<file path="config.mk">
export PLATFORM = sky130hd
export DESIGN_NAME = pio_port_ctrl
export DESIGN_NICKNAME = d
export VERILOG_FILES = /design/src/rtl/pio_port_ctrl.sv
export SDC_FILE = /design/constraint.sdc
export NUM_CORES = 1
export LEC_CHECK = 0
export BUFFER_PORTS_ARGS = -buffer_cell sky130_fd_sc_hd__buf_4
export CAP_MARGIN = 10
export CORE_MARGIN = 2
export CORE_UTILIZATION = 50
export CTS_BUF_LIST = sky130_fd_sc_hd__clkbuf_8 sky130_fd_sc_hd__clkbuf_16
export CTS_CLUSTER_DIAMETER = 80
export CTS_CLUSTER_SIZE = 20
export DETAILED_ROUTE_END_ITERATION = 10
export PLACE_DENSITY = 0.75
export SYNTH_ARGS = -nofsm -noshare
export SYNTH_HDL_FRONTEND = slang
export SYNTH_SLANG_ARGS = --single-unit
</file>
<file path="constraint.sdc">
create_clock -name CLK -period 2.5 [get_ports CLK]
set_input_delay 0 -clock CLK [delete_from_list [all_inputs] [get_ports CLK]]
set_output_delay 0 -clock CLK [all_outputs]
set_load 0.02 [all_outputs]
</file>
<file path="src/rtl/pio_port_ctrl.sv">
// One Z8420-style PIO port channel: control-word sequencer, mode 0/1/3 data path, handshake, interrupt source.
// Latency: control/data writes take effect on the next clock; pin edge -> RDY/INTI is 1 cycle (+2 with PIO_IN_SYNC_EN).
// Backpressure: none on the host bus. The peripheral is paced by RDY/STB_n. A full input register drops further strobes.
//
// Ports:
//   CLK, RESET          clock, synchronous active-high reset
//   WR_DATA, CTRL_WE    host write data, control-word write strobe
//   DATA_WE, DATA_RE    output-register write strobe, input-register read strobe
//   DO                  host read data (PO in mode 0, input register in mode 1, pin/PO merge in mode 3)
//   PI, PO, PDIR        pin inputs, output register, per-bit drive enable (1 = drive)
//   STB_n, RDY          peripheral handshake
//   INTI, INTEN, VECT   interrupt pulse, enable and vector to the daisy-chain stage
//   MODE                current port mode
//
// Build option: define PIO_IN_SYNC_EN to pass STB_n and PI through a 2-flop synchronizer
// when the pins are asynchronous to CLK. The default build samples them directly.

module pio_port_ctrl #(
    parameter logic [7:0] VEC_RESET  = 8'h00,
    parameter logic [1:0] MODE_RESET = 2'b01
) (
    input  logic       CLK,
    input  logic       RESET,
    input  logic [7:0] WR_DATA,
    input  logic       CTRL_WE,
    input  logic       DATA_WE,
    input  logic       DATA_RE,
    output logic [7:0] DO,
    input  logic [7:0] PI,
    output logic [7:0] PO,
    output logic [7:0] PDIR,
    input  logic       STB_n,
    output logic       RDY,
    output logic       INTI,
    output logic       INTEN,
    output logic [7:0] VECT,
    output logic [1:0] MODE
);

    typedef enum logic [1:0] {
        CW_IDLE    = 2'd0,
        CW_IOMASK  = 2'd1,
        CW_INTMASK = 2'd2
    } cw_state_t;

    cw_state_t  cw_state, cw_state_nxt;

    // Decoded control-word actions for the current cycle.
    logic       wr_vec, wr_mode, wr_icw, wr_ien, wr_iomask, wr_intmask;

    logic [7:0] iomask, intmask;
    logic       andor, hilo;
    logic       in_full;
    logic       stb_cap;     // current strobe captured data, so its release raises INTI
    logic [7:0] din;
    logic       stb_q;
    logic       match_q;

    logic [7:0] pi_in;
    logic       stb_in;

    // ------------------------------------------------------------------
    // Pin sampling
    // ------------------------------------------------------------------
`ifdef PIO_IN_SYNC_EN
    logic [7:0] pi_s1, pi_s2;
    logic       stb_s1, stb_s2;

    always_ff @(posedge CLK) begin
        if (RESET) begin
            pi_s1  <= 8'h00;
            pi_s2  <= 8'h00;
            stb_s1 <= 1'b1;
            stb_s2 <= 1'b1;
        end else begin
            pi_s1  <= PI;
            pi_s2  <= pi_s1;
            stb_s1 <= STB_n;
            stb_s2 <= stb_s1;
        end
    end

    assign pi_in  = pi_s2;
    assign stb_in = stb_s2;
`else
    assign pi_in  = PI;
    assign stb_in = STB_n;
`endif

    // ------------------------------------------------------------------
    // Mode decode and edge / match detection
    // ------------------------------------------------------------------
    logic       is_m0, is_m1, is_m3;
    logic       stb_fall, stb_rise, rd_block;
    logic [7:0] mon, act;
    logic       match;

    assign is_m0 = (MODE == 2'b00);
    assign is_m3 = (MODE == 2'b11);
    assign is_m1 = !is_m0 && !is_m3;   // 10 (bidirectional) runs as input

    assign stb_fall = stb_q & ~stb_in;
    assign stb_rise = ~stb_q & stb_in;

    // A read that coincides with a falling strobe wins. Holding stb_q presents
    // the same falling edge again next cycle, against the emptied register.
    assign rd_block = is_m1 & DATA_RE & stb_fall;

    assign mon = iomask & ~intmask;
    assign act = hilo ? pi_in : ~pi_in;

    always_comb begin
        match = 1'b0;
        if (andor) match = (&(act | ~mon)) & (|mon);
        else       match = |(act & mon);
    end

    // ------------------------------------------------------------------
    // Control-word sequencer
    // ------------------------------------------------------------------
    always_ff @(posedge CLK) begin
        if (RESET) cw_state <= CW_IDLE;
        else       cw_state <= cw_state_nxt;
    end

    always_comb begin
        cw_state_nxt = cw_state;
        wr_vec       = 1'b0;
        wr_mode      = 1'b0;
        wr_icw       = 1'b0;
        wr_ien       = 1'b0;
        wr_iomask    = 1'b0;
        wr_intmask   = 1'b0;
        if (CTRL_WE) begin
            case (cw_state)
                CW_IDLE: begin
                    if (!WR_DATA[0]) begin
                        wr_vec = 1'b1;
                    end else if (WR_DATA[3:0] == 4'b1111) begin
                        wr_mode = 1'b1;
                        if (WR_DATA[7:6] == 2'b11) cw_state_nxt = CW_IOMASK;
                    end else if (WR_DATA[3:0] == 4'b0111) begin
                        wr_icw = 1'b1;
                        if (WR_DATA[4]) cw_state_nxt = CW_INTMASK;
                    end else if (WR_DATA[3:0] == 4'b0011) begin
                        wr_ien = 1'b1;
                    end
                end
                CW_IOMASK: begin
                    wr_iomask    = 1'b1;
                    cw_state_nxt = CW_IDLE;
                end
                CW_INTMASK: begin
                    wr_intmask   = 1'b1;
                    cw_state_nxt = CW_IDLE;
                end
                default: cw_state_nxt = CW_IDLE;
            endcase
        end
    end

    // ------------------------------------------------------------------
    // Registers and data path
    // ------------------------------------------------------------------
    always_ff @(posedge CLK) begin
        if (RESET) begin
            MODE    <= MODE_RESET;
            VECT    <= VEC_RESET;
            INTEN   <= 1'b0;
            PO      <= 8'h00;
            RDY     <= 1'b0;
            INTI    <= 1'b0;
            din     <= 8'h00;
            iomask  <= 8'hFF;
            intmask <= 8'hFF;
            andor   <= 1'b0;
            hilo    <= 1'b0;
            in_full <= 1'b0;
            stb_cap <= 1'b0;
            stb_q   <= 1'b1;
            match_q <= 1'b0;
        end else begin
            INTI <= 1'b0;
            if (!rd_block) stb_q <= stb_in;

            if (DATA_WE) PO <= WR_DATA;

            if (is_m0) begin
                if (DATA_WE)  RDY  <= 1'b1;
                if (stb_fall) RDY  <= 1'b0;
                if (stb_rise) INTI <= 1'b1;
            end

            if (is_m1) begin
                if (DATA_RE) begin
                    in_full <= 1'b0;
                    RDY     <= 1'b1;
                end else if (stb_fall && !in_full) begin
                    din     <= pi_in;
                    in_full <= 1'b1;
                    RDY     <= 1'b0;
                    stb_cap <= 1'b1;
                end
                if (stb_rise) begin
                    INTI    <= stb_cap;
                    stb_cap <= 1'b0;
                end
            end

            // Pulse only on the 0->1 transition of the match condition.
            match_q <= is_m3 & match;
            if (is_m3 && match && !match_q) INTI <= 1'b1;

            if (wr_vec) VECT <= {WR_DATA[7:1], 1'b0};
            if (wr_icw) begin
                INTEN <= WR_DATA[7];
                andor <= WR_DATA[6];
                hilo  <= WR_DATA[5];
            end
            if (wr_ien)    INTEN  <= WR_DATA[7];
            if (wr_iomask) iomask <= WR_DATA;
            if (wr_intmask) begin
                intmask <= WR_DATA;
                match_q <= 1'b0;   // re-arm: an already-true match fires once
            end

            // A mode word overrides any same-cycle handshake update. Input
            // modes come up ready, others idle.
            if (wr_mode) begin
                MODE    <= WR_DATA[7:6];
                RDY     <= (WR_DATA[7:6] == 2'b01) || (WR_DATA[7:6] == 2'b10);
                in_full <= 1'b0;
                stb_cap <= 1'b0;
            end
        end
    end

    // ------------------------------------------------------------------
    // Outputs
    // ------------------------------------------------------------------
    always_comb begin
        PDIR = 8'h00;
        DO   = din;
        case (MODE)
            2'b00: begin
                PDIR = 8'hFF;
                DO   = PO;
            end
            2'b11: begin
                PDIR = ~iomask;
                DO   = (pi_in & iomask) | (PO & ~iomask);
            end
            default: begin
                PDIR = 8'h00;
                DO   = din;
            end
        endcase
    end

endmodule
</file>
-- Word-level counts from Yosys, hierarchy flattened
Cells that the tools add are included.
- logic and storage cells: 122
- input port bits: 22
- flip-flop bits (word level): 52
- output and inout port bits: 37
- eq/ne operators: 14
- mux-type cells: 50
- reduce and logical (&&, ||, !) cells: 23
- bitwise logic cells: 19
- operator list (kind ; number):
    $mux W1 ; 41
    $and A8 B8 Y8 ; 4
    $not A8 Y8 ; 4
    $pmux W8 S2 ; 2
    $or A8 B8 Y8 ; 2
    $reduce_or A8 Y1 ; 2
    $mux W2 ; 6
    $ne A3 B3 Y1 const B ; 3
    $eq A2 B2 Y1 const B ; 4
    $mux W8 ; 1
    $reduce_and A8 Y1 ; 1
    $and A1 B1 Y1 ; 6
    $reduce_and A3 Y1 ; 2
    $reduce_bool A2 Y1 ; 3
    $reduce_and A5 Y1 ; 1
    $eq A2 B1 Y1 const B ; 2
    $eq A4 B2 Y1 const B ; 1
    $eq A4 B3 Y1 const B ; 1
    $eq A4 B4 Y1 const B ; 1
    $logic_and A1 B1 Y1 ; 4
    $logic_not A1 Y1 ; 4
    $logic_not A2 Y1 ; 2
    $reduce_or A2 Y1 ; 2
    $not A1 Y1 ; 3
    4 further kinds ; 4

-- Logic depth before layout (Yosys ltp)
- depth in word-level cells: 10
- mapped depth: 8
- gate-level depth less buffers: 6

-- Worst setup path after synthesis
OpenSTA, ideal clock, no wires.
- path type: reg-to-reg
- start point: register MODE[0]
- end point: register INTI
- slack: 432 ps
- cell stages (with the launch flop): 8
- buffers on the path: 1
- setup time: 84 ps
- clock period less this slack: 2068 ps
- arrival time: 1984 ps
- data required time: 2416 ps
- cells stage by stage: dfxtp_1 > inv_1 > ha_1 > buf_2 > nand2b_1 > a21boi_0 > or4b_2 > o31ai_2
- cells in the longest elaborated chain, start to end: 5
- elaborated cells between the ends (all ways): 11
- those cells by class: 1 x eq/ne; 4 x mux; 6 x reduce/logical
- ends and longest elaborated chain (what ; line ; source):
    start, declared ; 37 ; output logic [1:0] MODE
    start signal, assigned ; 230 ; MODE <= WR_DATA[7:6];
    $logic_not A2 Y1 or $eq A2 B2 Y1 (tied branches) ; 98, 99 ;
    $mux W1 or $logic_not A1 Y1 (tied branches) ; 188, 100 ;
    $mux W1 or $logic_and A1 B1 Y1 (tied branches) ; 204, 100 ;
    $mux W1 ; 194 ; if (is_m1) begin
    $mux W1 (*) ; 212 ; if (is_m3 && match && !match_q) INTI <= 1'b1;
    end signal, assigned ; 205 ; INTI <= stb_cap;
    end, declared ; 34 ; output logic INTI,
Mark *: on every way between the ends. The rest lies on a longest branch, timed or not.
A chain may end at the register's enable or synchronous reset.

-- Worst setup path after layout
- start point: register MODE[0]
- end point: output port DO[5]
- cells in the longest elaborated chain, start to end: 2
- elaborated cells between the ends (all ways): 3
- those cells by class: 1 x eq/ne; 1 x mux; 1 x reduce/logical
- ends and longest elaborated chain (what ; line ; source):
    $eq A2 B2 Y1 or $logic_not A2 Y1 (tied branches) ; 244 ; case (MODE)
    $pmux W8 S2 (*) ; 244 ;
    end, declared ; 28 ; output logic [7:0] DO,
Marks and branches as above.

==> results.toml <==
[drt]
wl_per_cell_um = 15.1
first_iter_violations = 196
ant_nets = 0
drc = 0
routed_wl_mm = 6.85
avgViaCountPerCell = 5.45
drt_pass1_iterations = 4
vias = 2469

[timing]
final.setup.tns_ps = 0
period_needed_ps = 2200
hold_viol_final = 0
fin_skew_ps = 6.75
max_freq_mhz = 454
tightest_slew_ps = 588
rsz0062_at_grt = "no"
relSlewSlack_pct = 59.8
drv_slew = 0
fin_crit_sh_pct = 88.1
setup_viol = 0

[synthesis]
yosys-top-cells-count = "62 x nand2_1, 52 x dfxtp_1, 30 x nor2_1"
synth_most_common_cell = "nand2_1"
netlist_area_um2 = 2600
synthFlopType = "dfxtp_1"
ys_async_sr_fraction_pct = 0
ys_seq_area_share_pct = 40.0
synth_cells = 321
yosysUniqueCellTypes = 43
synthTopCellsByArea = "dfxtp_1 40%, nand2_1 8.9%, mux2i_1 5.4%"
synth.largest_area_cell = "dfxtp_1"
synth_top_area_share_pct = 40.0
synth_nets = 346
syn_area_per_cell_um2 = 8.11
yosys_warnings = 0
synth_enable_flop_cells = 0
synth-seq-cells = 52

[clock_tree]
root_buffer = "clkbuf_8"
cts_resized = 0
cts_setup_buffers = 0
clock-sinks = 52
cts_buffers = 5
tritoncts = "built"
holdBufCountCts = 14
clk_pin_slew_ps = 100
clkLatencyLatePin_ps = 310
h-tree-depth = 2
clock_path_buffers = 2

[place]
gp_congestion = 0.859
dp_hpwl_mm = 4.91
numPortBuffers = 57
dp_cells = 431

[global_route]
grt_max_degree = 53
gr-total-overflow = 0
grt_pass1_wl_mm = 11.4
antenna_found_initial = 0
grt_pass1_vias = 2343
grt_use_total_pct = 24.0

[final_layout]
area_growth_pct = 26.1
fin_nets = 407
antenna_cells = 0
layout.cells.non_filler = 453
layout-drive-gt1-share_pct = 19.6

[critical_path]
cp_common_cell = "buf_4"
timing_worst_setup_path_type = "flip-flop to primary output"
cp_cell_sequence = "inv_1 > ha_1 > buf_4 > nor2b_1 > a32oi_1 > nand2_1 > buf_4"
cp-start-kind = "flip-flop"
worst-path-max-fanout = 18
critical_path.endpoint_type = "primary output"
cp.required_ps = 2500
critical-path-max-stage-delay_ps = 480
cp_data_arrival_time_ps = 2200
slowest_stage = "nor2b_1"
critical_path.top_delay_family = "simple AND/OR/NAND/NOR gates"
crit_buf_inv = 3

[die]
die_h_um = 76.1
die_w_um = 76.1
start_util_pct = 51.3
die-area_um2 = 5800
io-pin-count = 59
coreArea_um2 = 5070
num_rows = 26

[outcome]
status = "finished clean"

[job]
max-cap-violations = 0

[power]
vdd_drop_max_uv = 362
p_leak_nw = 1.47
powerDensity_nw_per_um2 = 492

[min_path]
min_path_type = "input pin to flip-flop"
[final cells by class]
cell class                 count  area (µm²)
sequential                    52        1040
inverter                      10        37.5
clock buffer                   5        68.8
clock inverter                 3        20.0
multi-input combinational    240        1440
tap                           70        87.6
timing repair buffer          73         583
fill                         468        1790
[through the flow]
step | cell area (µm²) | worst slack (ps) | utilization [%] | power (W) | hold slack (ps)
6_report | 3280 | 298 | 64.7 | 0.00162 | 43.6
5_1_grt | 3280 | 137 | 64.7 | 0.00167 | 59.1
4_1_cts | 3280 | 276 | 64.7 | 0.00162 | 34.1
3_5_place_dp | 3050 | 532 | 60.2 | 0.00113 | 245
3_3_place_gp | 3050 | 603 | 60.2 | 0.00112 | 230
2_1_floorplan | 2600 | 432 | - | 0.00102 | 89.7
[worst paths after layout]
path	startpoint	end	slack, ps	depth (start not counted)
max	MODE[0]	DO[5]	300	7
min	WR_DATA[0]	intmask[0]	40	3
max reg2reg	MODE[1]	stb_cap	480	5
min reg2reg	match_q	INTI	440	1
[cells in the final DEF, fill, tap and decap left out, types with 2 or more instances in the layout]
master,count
dfxtp_1,52
o21ai_0,10
or4_1,2
nor3b_1,4
nand4_1,3
clkbuf_8,5
a32oi_1,8
a2111oi_0,4
a21oi_1,21
buf_4,59
o21ai_1,7
nand3_1,4
nand3b_1,17
nor3_1,4
mux2i_1,14
and3b_1,4
xnor2_1,6
nand2_1,62
ha_1,3
inv_1,11
a221oi_1,3
nor2b_1,10
nor2_1,30
a22oi_1,4
dlygate4sd3_1,14
nand2b_1,4
[worst min-delay path, delay by kind of cell]
| family | cells | cell delay [ps] |
|---|---|---|
| buffers and inverters | 1 | 170 |
| AND/OR/NAND/NOR | 2 | 140 |
[cells by family (layout without fill, tap and decap cells)]
group / count (synthesis) / in the layout / synth area share, %
AO/OA/AOI/OAI: 63 / 63 / 16.3
AND/OR/NAND/NOR: 153 / 153 / 30.1
XOR/XNOR: 6 / 6 / 2.02
buffers and inverters: 29 / 91 / 4.52
multiplexers: 14 / 14 / 5.38
other: 1 / 1 / 0.144
adder cells (fa/ha/maj): 3 / 3 / 1.44
flip-flops: 52 / 52 / 40.0
[metal layers]
metal	track usage [%]	routed length, µm
met4	8.36	74
met5	0	0
met3	4.27	295
met1	33.5	3220
met2	37.7	3260
[registers in the layout (all words and copies together) (netlist names)]
| signal | count |
|---|---|
| stb_q | 1 |
| in_full | 1 |
| match_q | 1 |
| cw_state | 2 |
| andor | 1 |
| stb_cap | 1 |
| intmask | 8 |
| iomask | 8 |
| VECT | 7 |
| INTEN | 1 |
| INTI | 1 |
| hilo | 1 |
| RDY | 1 |
| MODE | 2 |
| PO | 8 |
| din | 8 |
[report_power, final]
| part | switching, W | internal (W) | total [W] |
|---|---|---|---|
| Combinational | 0.000134 | 0.000114 | 0.000248 |
| Sequential | 0.0000219 | 0.000855 | 0.000877 |
| Clock | 0.000295 | 0.000196 | 0.000491 |
(Power assumes the default switching activity.)
